File: config.mk
export PLATFORM = sky130hd
export DESIGN_NAME = bridge_ctrl_flat
export DESIGN_NICKNAME = d
export VERILOG_FILES = /design/src/rtl/bridge_ctrl_if.sv /design/src/rtl/bridge_ctrl.sv /design/src/flat_wrapper.sv
export SDC_FILE = /design/constraint.sdc
export NUM_CORES = 1
export LEC_CHECK = 0
export CORE_MARGIN = 2
export CORE_UTILIZATION = 31
export DETAILED_ROUTE_END_ITERATION = 10
export GPL_TIMING_DRIVEN = 0
export PLACE_DENSITY = 0.51
export SYNTH_ARGS = -nofsm -noshare
export SYNTH_HDL_FRONTEND = slang
export SYNTH_SLANG_ARGS = --single-unit
File: constraint.sdc
create_clock -name clk -period 2.8 [get_ports clk]
set_input_delay 0.56 -clock clk [delete_from_list [all_inputs] [get_ports clk]]
set_output_delay 0.56 -clock clk [all_outputs]
set_load 0.01 [all_outputs]
File: src/rtl/bridge_ctrl_if.sv
// Request/bus/response signal bundle for bridge_ctrl.
//   req_*   : parsed host requests (single-cycle valid pulse, no backpressure)
//   bus_*_o : request issued onto the register bus (one-cycle strobe)
//   bus_*_i : read return from the end of the core chain
//   resp_*  : read result to the bridge transmitter (valid/ready)
//   timeout_o, overflow_o, busy_o : status
// Modport slave is the bridge_ctrl side, master is the driving side.
interface bridge_ctrl_if #(
   parameter int ADDR_WIDTH = 16,
   parameter int DATA_WIDTH = 16
) ();
   logic [ADDR_WIDTH-1:0] req_addr_i;
   logic [DATA_WIDTH-1:0] req_data_i;
   logic                  req_rw_i;
   logic                  req_valid_i;
   logic [ADDR_WIDTH-1:0] bus_addr_o;
   logic [DATA_WIDTH-1:0] bus_data_o;
   logic                  bus_rw_o;
   logic                  bus_valid_o;
   logic [DATA_WIDTH-1:0] bus_data_i;
   logic                  bus_valid_i;
   logic [DATA_WIDTH-1:0] resp_data_o;
   logic                  resp_valid_o;
   logic                  resp_ready_i;
   logic                  timeout_o;
   logic                  overflow_o;
   logic                  busy_o;

   modport slave (
      input  req_addr_i, req_data_i, req_rw_i, req_valid_i,
             bus_data_i, bus_valid_i, resp_ready_i,
      output bus_addr_o, bus_data_o, bus_rw_o, bus_valid_o,
             resp_data_o, resp_valid_o, timeout_o, overflow_o, busy_o
   );

   modport master (
      output req_addr_i, req_data_i, req_rw_i, req_valid_i,
             bus_data_i, bus_valid_i, resp_ready_i,
      input  bus_addr_o, bus_data_o, bus_rw_o, bus_valid_o,
             resp_data_o, resp_valid_o, timeout_o, overflow_o, busy_o
   );
endinterface

File: src/rtl/bridge_ctrl.sv
// Request sequencer between the ASCII host-bridge parser and the register bus.
// Parsed requests are queued in a small FIFO, issued one at a time as a
// one-cycle bus strobe, and reads wait (with timeout) for return data which
// is then offered to the transmitter with a valid/ready handshake.
// Ports:
//   clk   : system clock, rising edge
//   rst_n : asynchronous active-low reset
//   bif   : bridge_ctrl_if.slave (request, bus, response and status signals)
module bridge_ctrl #(
   parameter int FIFO_DEPTH = 4,
   parameter int TIMEOUT    = 255,
   parameter int ADDR_WIDTH = 16,
   parameter int DATA_WIDTH = 16
) (
   input  logic         clk,
   input  logic         rst_n,
   bridge_ctrl_if.slave bif
);
   localparam int PW = $clog2(FIFO_DEPTH);
   localparam int CW = $clog2(FIFO_DEPTH + 1);
   localparam int TW = $clog2(TIMEOUT + 1);
   localparam logic [CW-1:0] DEPTH_C = CW'(FIFO_DEPTH);
   localparam logic [TW-1:0] TLAST_C = TW'(TIMEOUT - 1);

   typedef enum logic [1:0] {S_IDLE, S_ISSUE, S_WAIT_RD, S_RESP} state_t;

   state_t                state;
   logic [TW-1:0]         timer;

   logic [ADDR_WIDTH-1:0] mem_addr [FIFO_DEPTH];
   logic [DATA_WIDTH-1:0] mem_data [FIFO_DEPTH];
   logic                  mem_rw   [FIFO_DEPTH];
   logic [PW-1:0]         wr_ptr;
   logic [PW-1:0]         rd_ptr;
   logic [CW-1:0]         count;
   logic                  fifo_push;
   logic                  fifo_pop;

   logic [ADDR_WIDTH-1:0] bus_addr_q;
   logic [DATA_WIDTH-1:0] bus_data_q;
   logic                  bus_rw_q;
   logic                  bus_valid_q;
   logic [DATA_WIDTH-1:0] resp_data_q;
   logic                  resp_valid_q;
   logic                  timeout_q;
   logic                  overflow_q;

   // The head is only consumed from IDLE, so at most one transaction is
   // ever in flight. A pop frees a slot, letting a push land even when full.
   assign fifo_pop  = (state == S_IDLE) && (count != '0);
   assign fifo_push = bif.req_valid_i && ((count != DEPTH_C) || fifo_pop);

   // Storage needs no reset: entries are only read after being written.
   always_ff @(posedge clk) begin
      if (fifo_push) begin
         mem_addr[wr_ptr] <= bif.req_addr_i;
         mem_data[wr_ptr] <= bif.req_data_i;
         mem_rw[wr_ptr]   <= bif.req_rw_i;
      end
   end

   always_ff @(posedge clk or negedge rst_n) begin
      if (!rst_n) begin
         wr_ptr     <= '0;
         rd_ptr     <= '0;
         count      <= '0;
         overflow_q <= 1'b0;
      end else begin
         if (fifo_push) wr_ptr <= wr_ptr + 1'b1;
         if (fifo_pop)  rd_ptr <= rd_ptr + 1'b1;
         if (fifo_push && !fifo_pop)      count <= count + 1'b1;
         else if (!fifo_push && fifo_pop) count <= count - 1'b1;
         if (bif.req_valid_i && !fifo_push) overflow_q <= 1'b1;
      end
   end

   always_ff @(posedge clk or negedge rst_n) begin
      if (!rst_n) begin
         state        <= S_IDLE;
         timer        <= '0;
         bus_addr_q   <= '0;
         bus_data_q   <= '0;
         bus_rw_q     <= 1'b0;
         bus_valid_q  <= 1'b0;
         resp_data_q  <= '0;
         resp_valid_q <= 1'b0;
         timeout_q    <= 1'b0;
      end else begin
         bus_valid_q <= 1'b0;
         timeout_q   <= 1'b0;
         unique case (state)
            S_IDLE: begin
               if (fifo_pop) begin
                  bus_addr_q  <= mem_addr[rd_ptr];
                  bus_data_q  <= mem_rw[rd_ptr] ? mem_data[rd_ptr] : '0;
                  bus_rw_q    <= mem_rw[rd_ptr];
                  bus_valid_q <= 1'b1;
                  state       <= S_ISSUE;
               end
            end
            S_ISSUE: begin
               if (bus_rw_q) begin
                  state <= S_IDLE;
               end else begin
                  timer <= '0;
                  state <= S_WAIT_RD;
               end
            end
            S_WAIT_RD: begin
               timer <= timer + 1'b1;
               // Return data wins over expiry in the same cycle.
               if (bif.bus_valid_i) begin
                  resp_data_q  <= bif.bus_data_i;
                  resp_valid_q <= 1'b1;
                  state        <= S_RESP;
               end else if (timer == TLAST_C) begin
                  resp_data_q  <= '0;
                  resp_valid_q <= 1'b1;
                  timeout_q    <= 1'b1;
                  state        <= S_RESP;
               end
            end
            S_RESP: begin
               if (bif.resp_ready_i) begin
                  resp_valid_q <= 1'b0;
                  state        <= S_IDLE;
               end
            end
            default: state <= S_IDLE;
         endcase
      end
   end

   assign bif.bus_addr_o   = bus_addr_q;
   assign bif.bus_data_o   = bus_data_q;
   assign bif.bus_rw_o     = bus_rw_q;
   assign bif.bus_valid_o  = bus_valid_q;
   assign bif.resp_data_o  = resp_data_q;
   assign bif.resp_valid_o = resp_valid_q;
   assign bif.timeout_o    = timeout_q;
   assign bif.overflow_o   = overflow_q;
   assign bif.busy_o       = (state != S_IDLE) || (count != '0);
endmodule

File: src/flat_wrapper.sv
// flat-port wrapper written by rule: the top's interface ports become plain ports
module bridge_ctrl_flat 
#(
   parameter int FIFO_DEPTH = 4,
   parameter int TIMEOUT    = 255,
   parameter int ADDR_WIDTH = 16,
   parameter int DATA_WIDTH = 16
)
  (clk, rst_n, bif_req_addr_i, bif_req_data_i, bif_req_rw_i, bif_req_valid_i, bif_bus_data_i, bif_bus_valid_i, bif_resp_ready_i, bif_bus_addr_o, bif_bus_data_o, bif_bus_rw_o, bif_bus_valid_o, bif_resp_data_o, bif_resp_valid_o, bif_timeout_o, bif_overflow_o, bif_busy_o);
  bridge_ctrl_if #(.ADDR_WIDTH(ADDR_WIDTH), .DATA_WIDTH(DATA_WIDTH)) bif_i ();
  input  logic clk;
  input  logic rst_n;
  input wire logic [$bits(bif_i.req_addr_i)-1:0] bif_req_addr_i;
  input wire logic [$bits(bif_i.req_data_i)-1:0] bif_req_data_i;
  input wire logic [$bits(bif_i.req_rw_i)-1:0] bif_req_rw_i;
  input wire logic [$bits(bif_i.req_valid_i)-1:0] bif_req_valid_i;
  input wire logic [$bits(bif_i.bus_data_i)-1:0] bif_bus_data_i;
  input wire logic [$bits(bif_i.bus_valid_i)-1:0] bif_bus_valid_i;
  input wire logic [$bits(bif_i.resp_ready_i)-1:0] bif_resp_ready_i;
  output wire logic [$bits(bif_i.bus_addr_o)-1:0] bif_bus_addr_o;
  output wire logic [$bits(bif_i.bus_data_o)-1:0] bif_bus_data_o;
  output wire logic [$bits(bif_i.bus_rw_o)-1:0] bif_bus_rw_o;
  output wire logic [$bits(bif_i.bus_valid_o)-1:0] bif_bus_valid_o;
  output wire logic [$bits(bif_i.resp_data_o)-1:0] bif_resp_data_o;
  output wire logic [$bits(bif_i.resp_valid_o)-1:0] bif_resp_valid_o;
  output wire logic [$bits(bif_i.timeout_o)-1:0] bif_timeout_o;
  output wire logic [$bits(bif_i.overflow_o)-1:0] bif_overflow_o;
  output wire logic [$bits(bif_i.busy_o)-1:0] bif_busy_o;
  assign bif_i.req_addr_i = bif_req_addr_i;
  assign bif_i.req_data_i = bif_req_data_i;
  assign bif_i.req_rw_i = bif_req_rw_i;
  assign bif_i.req_valid_i = bif_req_valid_i;
  assign bif_i.bus_data_i = bif_bus_data_i;
  assign bif_i.bus_valid_i = bif_bus_valid_i;
  assign bif_i.resp_ready_i = bif_resp_ready_i;
  assign bif_bus_addr_o = bif_i.bus_addr_o;
  assign bif_bus_data_o = bif_i.bus_data_o;
  assign bif_bus_rw_o = bif_i.bus_rw_o;
  assign bif_bus_valid_o = bif_i.bus_valid_o;
  assign bif_resp_data_o = bif_i.resp_data_o;
  assign bif_resp_valid_o = bif_i.resp_valid_o;
  assign bif_timeout_o = bif_i.timeout_o;
  assign bif_overflow_o = bif_i.overflow_o;
  assign bif_busy_o = bif_i.busy_o;
  bridge_ctrl #(.FIFO_DEPTH(FIFO_DEPTH), .TIMEOUT(TIMEOUT), .ADDR_WIDTH(ADDR_WIDTH), .DATA_WIDTH(DATA_WIDTH)) u_core (.clk(clk), .rst_n(rst_n), .bif(bif_i));
endmodule
# [Word level (Yosys, flattened, before mapping)]
# Memory sizes are Yosys's and may differ from the RTL's. A register that Yosys moved wholly into a read port is not among the register bits.
# Index checks and enable logic that the tools add are counted.
[totals] reg_bits=54 ramBits=132 input_bits=54 output_inout_bits=54 elab_cells=75 n_memories=3
[op_classes] add_sub_neg=5 n_eq_ne=9 n_mux=24 n_reduce_logical=22
[memory_table] memory="u_core.mem_addr" words=4 word_bits=16 read_ports=1 rd_ports_with_merged_regs=1 write_ports=1 line_no="bridge_ctrl.sv:30" rtl="logic [ADDR_WIDTH-1:0] mem_addr [FIFO_DEPTH];"
[memory_table] memory="u_core.mem_data" words=4 word_bits=16 read_ports=1 rd_ports_with_merged_regs=0 write_ports=1 line_no="bridge_ctrl.sv:31" rtl="logic [DATA_WIDTH-1:0] mem_data [FIFO_DEPTH];"
[memory_table] memory="u_core.mem_rw" words=4 word_bits=1 read_ports=1 rd_ports_with_merged_regs=0 write_ports=1 line_no="bridge_ctrl.sv:32" rtl="logic mem_rw [FIFO_DEPTH];"
[ops] op="16-bit two-way mux" n=3
[ops] op="8-bit case mux with 2 select lines" n=1
[ops] op="1-bit two-way mux" n=10
[ops] op="2-bit two-way mux" n=5
[ops] op="2-bit nonzero test" n=5
[ops] op="8-bit by 1-bit adder with 8-bit output, second input constant" n=1
[ops] op="8-bit equality test, second input constant" n=1
[ops] op="8-bit two-way mux" n=1
[ops] op="2-bit case mux with 4 select lines" n=1
[ops] op="3-bit two-way mux" n=2
[ops] op="2-bit AND reduction" n=3
[ops] op="3-bit AND reduction" n=2
[ops] op="1-bit logical AND" n=5
[ops] op="2-bit by 1-bit adder with 2-bit output, second input constant" n=2
[ops] op="2-bit equality test, second input constant" n=2
[ops] op="2-bit inequality test, second input constant" n=2
[ops] op="3-bit by 1-bit adder with 3-bit output, second input constant" n=1
[ops] op="1-bit zero test" n=3
[ops] op="3-bit by 2-bit inequality test with 1-bit output, second input constant" n=1
[ops] op="3-bit inequality test, second input constant" n=1
[ops] op="3-bit nonzero test" n=1
[ops] op="3-bit by 1-bit subtractor with 3-bit output, second input constant" n=1
[ops] op="2-bit by 1-bit equality test with 1-bit output, second input constant" n=1
[ops] op="2-bit zero test" n=1
[ops] op="3 further kinds" n=4

# [Depth between registers and ports, before layout]
# Gate-level depths: netlist of run 1.
[depth] word_depth=8 depth_mapped=11 mapped_depth_nobuf=9

# [Worst setup path after synthesis of run 1]
# No wires, ideal clock.
[synth_timing] path_type="flip-flop to flip-flop" startpoint="reg with a tool-made name" endpoint="mem u_core.mem_addr[0][0], enable pin" setup_time_ns=0.393 arrival_time_ns=1.843 required_ns=2.407 slack_ns=0.564 path_stages_with_launch=6 n_path_buf=1 synth_period_minus_slack_ns=2.236 path_cell_list="dfrtp_1 -> buf_2 -> nor2_1 -> nor3_1 -> a21boi_2 -> and2_1"
[synth_lines] element="to (decl)" line_no="bridge_ctrl.sv:30"

# [Worst setup path after layout of run 1]
[layout_timing] startpoint="reg u_core.count[2]" endpoint="reg u_core.count[2]"
[layout_via] elab_chain_cells=7 elab_cells_between_ends=14 cone_classes="2 x add/sub; 1 x eq/ne; 2 x mux; 9 x reduce/logical"
[layout_lines] element="from (decl)" line_no="bridge_ctrl.sv:35" rtl="logic [CW-1:0] count;"
[layout_lines] element="from (signal assigned)" line_no="bridge_ctrl.sv:71" rtl="if (fifo_push && !fifo_pop) count <= count + 1'b1;"
[layout_lines] element="from (signal assigned)" line_no="bridge_ctrl.sv:72" rtl="else if (!fifo_push && fifo_pop) count <= count - 1'b1;"
[layout_lines] element="parallel branches: the longest is 7 deep, another holds 3-bit by 1-bit subtractor with 3-bit output"
# Parallel ways; which one is timed is not known. The select of a mux whose other input is x is not followed.
# A chain may end at the register's enable or synchronous reset.

==> impl_metrics.ini, run 1 <==
[status]
status = completed

[floorplan]
die_width_microns = 162.2
start_util_pct = 31.70
core_sq_um = 24460
rows = 57
die_area_sq_um = 26300
io_pins = 108
fp.dieH_microns = 162.2

[power_and_ir_drop]
p_leak_nw = 3.741
irDropWorstVdd_mv = 0.4825
p_per_area_nw_per_um2 = 1108

[cells_and_area]
fillerInstances = 2226
nets = 620
drive_gt1_share_pct = 20.87
fin_area_sq_um = 10140
diodes = 0
fin_util_pct = 41.45
syn_to_final_growth_pct = 30.74

[yosys]
synth_edf_count = 132
synth-seq-cells = 202
synth_nets = 482
postSynthAreaPerCell_sq_um = 18.46
synthDistinctLibCells = 40
netlist_area_sq_um = 7755
synth-seq-area-share_pct = 73.70
synthFlopType = edfxtp_1
synthArstFlopShare_pct = 34.65
synthCells = 420
yosys_warnings = 0

[worst_setup_path]
critPathSlowestCell = dfrtp_1
end_kind = register
critical_path_class = reg2reg
crit_required_ns = 3.23
rrSetupSlack_ns = 0.38
slowest_delay_ns = 0.45
arrival_ns = 2.85
crit_path_start_kind = register
path_max_fanout = 10
critical_path_buf_inv_count = 3
critPathTopFamily = adder cells
path_cells = nor3_2, nand2b_1, buf_4, buf_2, ha_1, inv_1, fa_1, xor2_1, nor2_1, xor2_1
cp_common_cell = xor2_1

[detailed_routing]
ant_nets = 0
vias = 4118
drc_errors = 0
drt_iter0_drc = 232
dr.pass1.iters = 4
drt-vias-per-instance = 4.581
finalWirelength_microns = 16160
routedWlPerCell_microns = 17.97

[global_route]
grt_pass1_wl_microns = 25400
grt_usage_pct = 12.54
antenna_found_initial = 0
grt.met1_usage_pct = 16.15
gr-max-usage-layer = met2
globalRouteMet3Util_pct = 3.115
overflow = 0
grt_pass1_vias = 4550
grtUsageMet2_pct = 21.37
grt_max_degree = 50

[clocking]
cts_setup_buffers = 0
clk_pin_slew_ns = 0.06
cts_hold_buffers = 1
clock_sink_count = 202
cts_tree = yes
htreeDepth = 1
worstSkewPairLatency_ns = 0.52
post_cts_resized = 0
cts.path.max_buffers = 3
cts_buffers = 23
cts-root-buf = clkbuf_16

[timing]
period_needed_ns = 2.419
slew_viol_final = 0
setup_viol_count_final = 0
maxSlewHeadroom_pct = 52.20
hold_slack_ns = 0.4750
worst_pin_slew_ns = 0.7171
finalWorstSetupSlack_ns = 0.3805
period_share_pct = 86.41
finClkSkew_ns = 0.02102
rsz0062_at_grt = false
timing.final.hold_violations = 0
fmaxAchievable_mhz = 413.3

[placed_design]
placed_cell_area_sq_um = 9341
routabilityCongestion = 0.7852
post-dp-hpwl_microns = 10430
port_buffers = 107
pre_cts_slack_ns = 0.1827

[job]
max_cap_viol_count = 0

[min_path]
hold_class = reg2reg
-- cell usage after synthesis, drive strengths merged (2+ instances only) --
cell type / instances / area share [%]
nand2b: 2 / 0.16
a22o: 16 / 1.8
edfxtp: 132 / 51
clkbuf: 3 / 0.15
mux2: 19 / 3.1
nand3: 3 / 0.19
nor4: 3 / 0.24
a31oi: 2 / 0.16
xor2: 2 / 0.23
o31ai: 17 / 1.6
buf: 17 / 1.5
nor3b: 2 / 0.19
nor2: 2 / 0.097
and2: 6 / 0.48
nor3: 3 / 0.32
mux2i: 3 / 0.39
mux4: 32 / 9.3
ha: 7 / 1.1
dfrtp: 70 / 23
nand4: 2 / 0.16
o21ai: 10 / 0.74
xnor2: 4 / 0.45
inv: 23 / 1.1
nand2: 32 / 1.5
-- power by group --
| part | switching (mW) | leakage [nW] | internal, mW |
|---|---|---|---|
| combinational | 1.77 | 1.28 | 1.96 |
| sequential | 0.389 | 2.08 | 4.07 |
| clock | 1.17 | 0.379 | 1.88 |
-- through the flow --
| stage | instances | total power [mW] | setup TNS (ns) |
|---|---|---|---|
| finish | 899 | 11.24 | 0 |
| CTS | 899 | 11.44 | 0 |
| floorplan | 420 | 6.729 | 0 |
| global route | 899 | 11.90 | 0 |
| global placement | 851 | 8.178 | -202.18 |
| detailed placement | 856 | 8.341 | 0 |
-- routing by layer --
layer  routed length [microns]  up-vias
met4                       366        0
met2                      7835      113
met5                         0        -
met3                       915       28
li1                          -     1893
met1                      7039     2084
-- worst register-to-register path, stage by stage (launching register included) --
cell	delay, ns
dfrtp_1	0.45
nor3_2	0.21
nand2b_1	0.15
buf_4	0.21
buf_2	0.26
ha_1	0.21
inv_1	0.06
fa_1	0.37
xor2_1	0.15
nor2_1	0.11
xor2_1	0.15
-- kinds of logic after synthesis --
logic type | share of synthesized area [%]
AOI/OAI and AO/OA | 4.937
xor gates and xnor gates | 0.6776
adders and majority gates | 1.388
buffers and inverters | 2.840
DFF | 73.70
muxes | 12.83
and+or+nand+nor | 3.630
-- worst paths after layout --
| check | start | cells after the start | endpoint |
|---|---|---|---|
| max in group asynchronous | rst_n | 3 | u_core.bif.bus_addr_o[14]$_DFFE_PN0P_ |
| max | u_core.count[2]$_DFFE_PN0P_ | 10 | u_core.count[2]$_DFFE_PN0P_ |
| max reg2reg | u_core.count[2]$_DFFE_PN0P_ | 10 | u_core.count[2]$_DFFE_PN0P_ |
| min in group asynchronous | rst_n | 2 | u_core.count[0]$_DFFE_PN0P_ |
| min | u_core.bif.overflow_o$_DFFE_PN0P_ | 1 | u_core.bif.overflow_o$_DFFE_PN0P_ |
| min reg2reg | u_core.bif.overflow_o$_DFFE_PN0P_ | 1 | u_core.bif.overflow_o$_DFFE_PN0P_ |
-- flip-flops by register name, indices dropped and copies added (netlist names), 2 cells and up, named ones only --
name	cells
u_core.mem_rw	4
u_core.bif.resp_data_o	16
u_core.bif.bus_data_o	16
u_core.mem_addr	64
u_core.bif.bus_addr_o	16
u_core.mem_data	64
u_core.timer	8
u_core.rd_ptr	2
u_core.count	3
u_core.wr_ptr	2
-- final cells by class --
| type | count | area (sq um) | area share, % |
|---|---|---|---|
| flip-flops and latches | 202 | 5715 | 56.37 |
| clock inverters | 7 | 105.1 | 1.037 |
| repair buffers | 113 | 1186 | 11.70 |
| plain buffers | 20 | 131.4 | 1.296 |
| clock buffers | 35 | 681.9 | 6.726 |
| multi-input cells | 175 | 1824 | 17.99 |
| inverters | 23 | 88.84 | 0.8762 |
| well taps | 324 | 405.4 | 3.999 |
-- layout by cell type (no fill, tap or decap), types with 5 or more instances in the layout --
master and n:
o21ai_1 6, o31ai_1 17, inv_1 22, edfxtp_1 132
ha_1 7, dfrtp_1 70, nand2_1 32, mux2_4 8
mux2_2 10, mux4_2 32, clkdlybuf4s50_1 106, buf_2 9
clkbuf_1 10, a22o_1 16, buf_4 5, clkbuf_16 24
(Power assumes the default switching activity.)
==> run 2: changes to the inputs <==
--- a/config.mk
+++ b/config.mk
@@ -8,8 +8,8 @@
 export CORE_MARGIN = 2
 export CORE_UTILIZATION = 31
 export DETAILED_ROUTE_END_ITERATION = 10
+export GPL_ROUTABILITY_DRIVEN = 0
 export GPL_TIMING_DRIVEN = 0
-export PLACE_DENSITY = 0.51
 export SYNTH_ARGS = -nofsm -noshare
 export SYNTH_HDL_FRONTEND = slang
 export SYNTH_SLANG_ARGS = --single-unit
==> impl_metrics.ini, run 2 (same netlist as run 1, synthesis figures left out) <==
[status]
status = completed

[global_route]
grt_max_degree = 37
grt_pass1_wl_microns = 24350
antenna_found_initial = 1
grt_pass1_vias = 4468
overflow = 0
grt_usage_pct = 11.97

[cells_and_area]
nets = 619
reg_top3 = u_core.mem_addr: 64 flops, u_core.mem_data: 64 flops
fin_util_pct = 41.12
fillerInstances = 2196
mostFrequentLayoutCells = edfxtp_1 (132), clkdlybuf4s50_1 (106), dfrtp_1 (70), nand2_1 (32), mux4_2 (32)
syn_to_final_growth_pct = 29.70
fin_area_sq_um = 10060
final_common_cell = edfxtp_1
diodes = 0
drive_gt1_share_pct = 20.73

[clocking]
cts-root-buf = clkbuf_16
clk_pin_slew_ns = 0.06
worstSkewPairLatency_ns = 0.50
cts_setup_buffers = 0
cts_tree = yes
post_cts_resized = 0
clock_sink_count = 202
htreeDepth = 1
cts_hold_buffers = 0
cts.path.max_buffers = 3
cts_buffers = 23

[floorplan]
start_util_pct = 31.70
die_width_microns = 162.2
die_area_sq_um = 26300
rows = 57
core_sq_um = 24460
fp.dieH_microns = 162.2
io_pins = 108

[worst_setup_path]
end_kind = register
crit_required_ns = 3.22
rrSetupSlack_ns = 0.41
arrival_ns = 2.81
crit_path_start_kind = register
r2r_start = u_core.count[2]$_DFFE_PN0P_
crit_path_start = u_core.count[2]$_DFFE_PN0P_
endpoint = u_core.count[2]$_DFFE_PN0P_
path_max_fanout = 10
rr_endpoint = u_core.count[2]$_DFFE_PN0P_
reg2reg_depth = 10
critical_path_class = reg2reg

[detailed_routing]
routedWlPerCell_microns = 17.29
ant_nets = 0
dr.pass1.iters = 4
drt_iter0_drc = 166
drt-vias-per-instance = 4.639
vias = 4166
finalWirelength_microns = 15520
drc_errors = 0

[timing]
worst_pin_slew_ns = 0.6977
timing.final.hold_violations = 0
setup_viol_count_final = 0
period_needed_ns = 2.391
period_share_pct = 85.38
maxSlewHeadroom_pct = 53.49
rsz0062_at_grt = false
slew_viol_final = 0
fmaxAchievable_mhz = 418.3
fin_tns_setup_ns = 0
finClkSkew_ns = 0.01302

[placed_design]
port_buffers = 107
post-dp-hpwl_microns = 10300
placed_cell_area_sq_um = 9334

[power_and_ir_drop]
irDropWorstVdd_mv = 0.5328
p_leak_nw = 3.709
power_mw = 11.03
p_per_area_nw_per_um2 = 1096

[job]
max_cap_viol_count = 0

[min_path]
hold_class = in2async
==> run 2: where the power goes <==
part | internal (mW) | switching, mW
sequential | 4.07 | 0.378
clock | 1.71 | 1.14
combinational | 1.97 | 1.77
total | 7.74 | 3.29
==> run 2: per-stage QoR <==
step | worst slack [ns] | hold WS (ns) | std cells
after floorplan | 0.5639 | 0.2644 | 420
after global placement | -1.616 | 0.4580 | 851
after detailed placement | 0.2453 | 0.4696 | 856
after CTS | 0.3649 | 0.04401 | 898
after global routing | 0.2564 | 0.05812 | 898
final | 0.4093 | 0.03110 | 898
==> run 2: final cells by class <==
class                   count  area [sq um]  share of cell area (%)
flip-flops and latches    202          5715                   56.82
plain buffers              20         131.4                   1.306
inverters                  23         88.84                  0.8832
multi-input cells         175          1824                   18.14
repair buffers            112          1169                   11.62
well taps                 324         405.4                   4.030
clock buffers              29         598.1                   5.946
clock inverters            13         126.4                   1.256
==> run 2: critical path, cell delays in order, from the launching register on <==
cell and delay [ns]:
dfrtp_1 0.45, nor3_2 0.21, nand2b_1 0.13, buf_4 0.20, buf_2 0.25, ha_1 0.21, inv_1 0.06, fa_1 0.38
xor2_1 0.15, nor2_1 0.11, xor2_1 0.16
==> run 2: worst min-delay path by stage <==
stage / end / slack (ns)
final: u_core.bif.resp_data_o[5]$_DFFE_PN0P_ / 0.03
after global routing: async pin / 0.06
after CTS: u_core.bif.bus_addr_o[5]$_DFFE_PN0P_ / 0.04
after detailed placement: u_core.bif.bus_data_o[4]$_DFFE_PN0P_ / 0.47
after global placement: u_core.bif.overflow_o$_DFFE_PN0P_ / 0.46
after floorplan: async pin / 0.26
==> run 2: per-layer routing <==
layer | GRT usage (%) | vias up | share of wire (%)
met5 | 0 | - | 0
met4 | 3.540 | 0 | 2.9
met3 | 3.524 | 31 | 6.2
met2 | 20.37 | 118 | 48
met1 | 14.83 | 2120 | 43
li1 | - | 1897 | -
==> run 3: changes to the inputs <==
--- a/config.mk
+++ b/config.mk
@@ -10,6 +10,8 @@
 export DETAILED_ROUTE_END_ITERATION = 10
 export GPL_ROUTABILITY_DRIVEN = 0
 export GPL_TIMING_DRIVEN = 0
+export HOLD_SLACK_MARGIN = 0.1
 export SYNTH_ARGS = -nofsm -noshare
 export SYNTH_HDL_FRONTEND = slang
 export SYNTH_SLANG_ARGS = --single-unit
+export TNS_END_PERCENT = 100
==> impl_metrics.ini, run 3 (same netlist as run 1, synthesis figures left out) <==
[clocking]
clock_sink_count = 202
cts_buffers = 23
cts_tree = yes
worstSkewPairLatency_ns = 0.50
clk_pin_slew_ns = 0.06
cts-root-buf = clkbuf_16
htreeDepth = 1
cts_setup_buffers = 0
post_cts_resized = 0
cts.path.max_buffers = 3

[floorplan]
fp.dieH_microns = 162.2
rows = 57
io_pins = 108
core_sq_um = 24460
die_area_sq_um = 26300
start_util_pct = 31.70
die_width_microns = 162.2

[power_and_ir_drop]
p_per_area_nw_per_um2 = 1095
p_int_mw = 7.742
switching_share_pct = 29.79
combPwrFrac_pct = 33.8
irDropWorstVdd_mv = 0.5327
power_frac_seq_pct = 40.3
p_leak_nw = 3.714
p_switching_mw = 3.286
clkPwrFrac_pct = 25.9

[worst_setup_path]
end_kind = register
crit_path_start_kind = register
reg2reg_depth = 10
path_max_fanout = 10
r2r_start = u_core.count[2]$_DFFE_PN0P_
rr_endpoint = u_core.count[2]$_DFFE_PN0P_
arrival_ns = 2.81
critical_path_class = reg2reg
rrSetupSlack_ns = 0.41
crit_required_ns = 3.22

[min_path]
hold_start = u_core.bif.bus_data_o[9]$_DFFE_PN0P_
hold_depth = 2
min_to = u_core.bif.bus_data_o[9]$_DFFE_PN0P_
hold_class = reg2reg

[timing]
fin_tns_setup_ns = 0
timing.final.hold_violations = 0
slew_viol_final = 0
worst_pin_slew_ns = 0.6901
rsz0062_at_grt = false
period_needed_ns = 2.391
setup_viol_count_final = 0
period_share_pct = 85.39
finClkSkew_ns = 0.01287
hold_slack_ns = 0.4790
maxSlewHeadroom_pct = 53.99
fmaxAchievable_mhz = 418.3

[detailed_routing]
routedWlPerCell_microns = 17.29
dr.pass1.iters = 4
drt-vias-per-instance = 4.625
vias = 4158
top_layer = met4
wl_met3_microns = 963
drc_errors = 0
finalWirelength_microns = 15550
drt-met1-wl_microns = 6648
drt_iter0_drc = 170
ant_nets = 0
wl_met2_microns = 7484

[global_route]
grt_max_degree = 37
overflow = 0
grt_usage_pct = 11.98
antenna_found_initial = 1
grt_pass1_wl_microns = 24380
grt_pass1_vias = 4476

[status]
status = completed

[placed_design]
port_buffers = 107
post-dp-hpwl_microns = 10300
placed_cell_area_sq_um = 9334

[cells_and_area]
nets = 620
final_common_cell = edfxtp_1
diodes = 0
syn_to_final_growth_pct = 29.83
drive_gt1_share_pct = 20.70
reg_top3 = u_core.mem_addr: 64 flops, u_core.mem_data: 64 flops
fillerInstances = 2195
fin_area_sq_um = 10070
mostFrequentLayoutCells = edfxtp_1 (132), clkdlybuf4s50_1 (106), dfrtp_1 (70), nand2_1 (32), mux4_2 (32)

[job]
max_cap_viol_count = 0
-- run 3: cell types whose count changed in the layout (fill, tap and decap cells not counted) --
cell	delta
dlygate4sd3_1	+1
-- run 3: worst max-delay path by stage --
stage | start | to | slack, ns | cells after the start
floorplan | register | u_core.mem_addr[0][0]$_DFFE_PP_ | 0.56 | 5
global placement | rst_n | u_core.bif.bus_addr_o[1]$_DFFE_PN0P_ | -1.62 | 1
detailed placement | bif_req_valid_i | u_core.count[2]$_DFFE_PN0P_ | 0.25 | 8
CTS | u_core.count[2]$_DFFE_PN0P_ | u_core.count[2]$_DFFE_PN0P_ | 0.36 | 10
global route | u_core.count[2]$_DFFE_PN0P_ | u_core.count[2]$_DFFE_PN0P_ | 0.26 | 10
finish | u_core.count[2]$_DFFE_PN0P_ | u_core.count[2]$_DFFE_PN0P_ | 0.41 | 10
-- run 3: power by group through the flow --
stage	Combinational (mW)	Clock (mW)	Sequential [mW]
2_1_floorplan	2.14	0	4.59
5_1_grt	4.09	3.05	4.54
3_3_place_gp	3.65	0	4.49
3_5_place_dp	3.81	0	4.51
6_report	3.73	2.85	4.45
4_1_cts	3.83	2.93	4.46
-- run 3: layout make-up --
type | count | area (sq um) | area share [%]
flip-flops and latches | 202 | 5715 | 56.77
well taps | 324 | 405.4 | 4.026
clock buffers | 29 | 598.1 | 5.940
multi-input cells | 175 | 1824 | 18.12
inverters | 23 | 88.84 | 0.8823
clock inverters | 13 | 126.4 | 1.255
repair buffers | 113 | 1179 | 11.71
plain buffers | 20 | 131.4 | 1.305
-- run 3: per-stage QoR --
step	power, mW	util [%]	worst slack, ns	instances
final	11.03	41.16	0.4091	899
after global routing	11.69	41.16	0.2564	899
after CTS	11.23	41.16	0.3649	899
after detailed placement	8.317	38.16	0.2453	856
after global placement	8.137	37.74	-1.616	851
after floorplan	6.729	-	0.5639	420
-- run 3: metal layers --
layer	track usage (%)	vias up
li1	-	1900
met5	0	-
met1	14.84	2109
met2	20.41	118
met3	3.498	31
met4	3.540	0
-- run 3: critical path, stage by stage (launching register included) --
cell	delay (ns)
dfrtp_1	0.45
nor3_2	0.21
nand2b_1	0.13
buf_4	0.20
buf_2	0.25
ha_1	0.21
inv_1	0.06
fa_1	0.38
xor2_1	0.15
nor2_1	0.11
xor2_1	0.16
-- run 3: timing repair --
| action | CTS | global route |
|---|---|---|
| hold buffers | 1 | 0 |
| setup endpoints to repair | 0 | 0 |
| hold endpoints to repair | 35 | 0 |
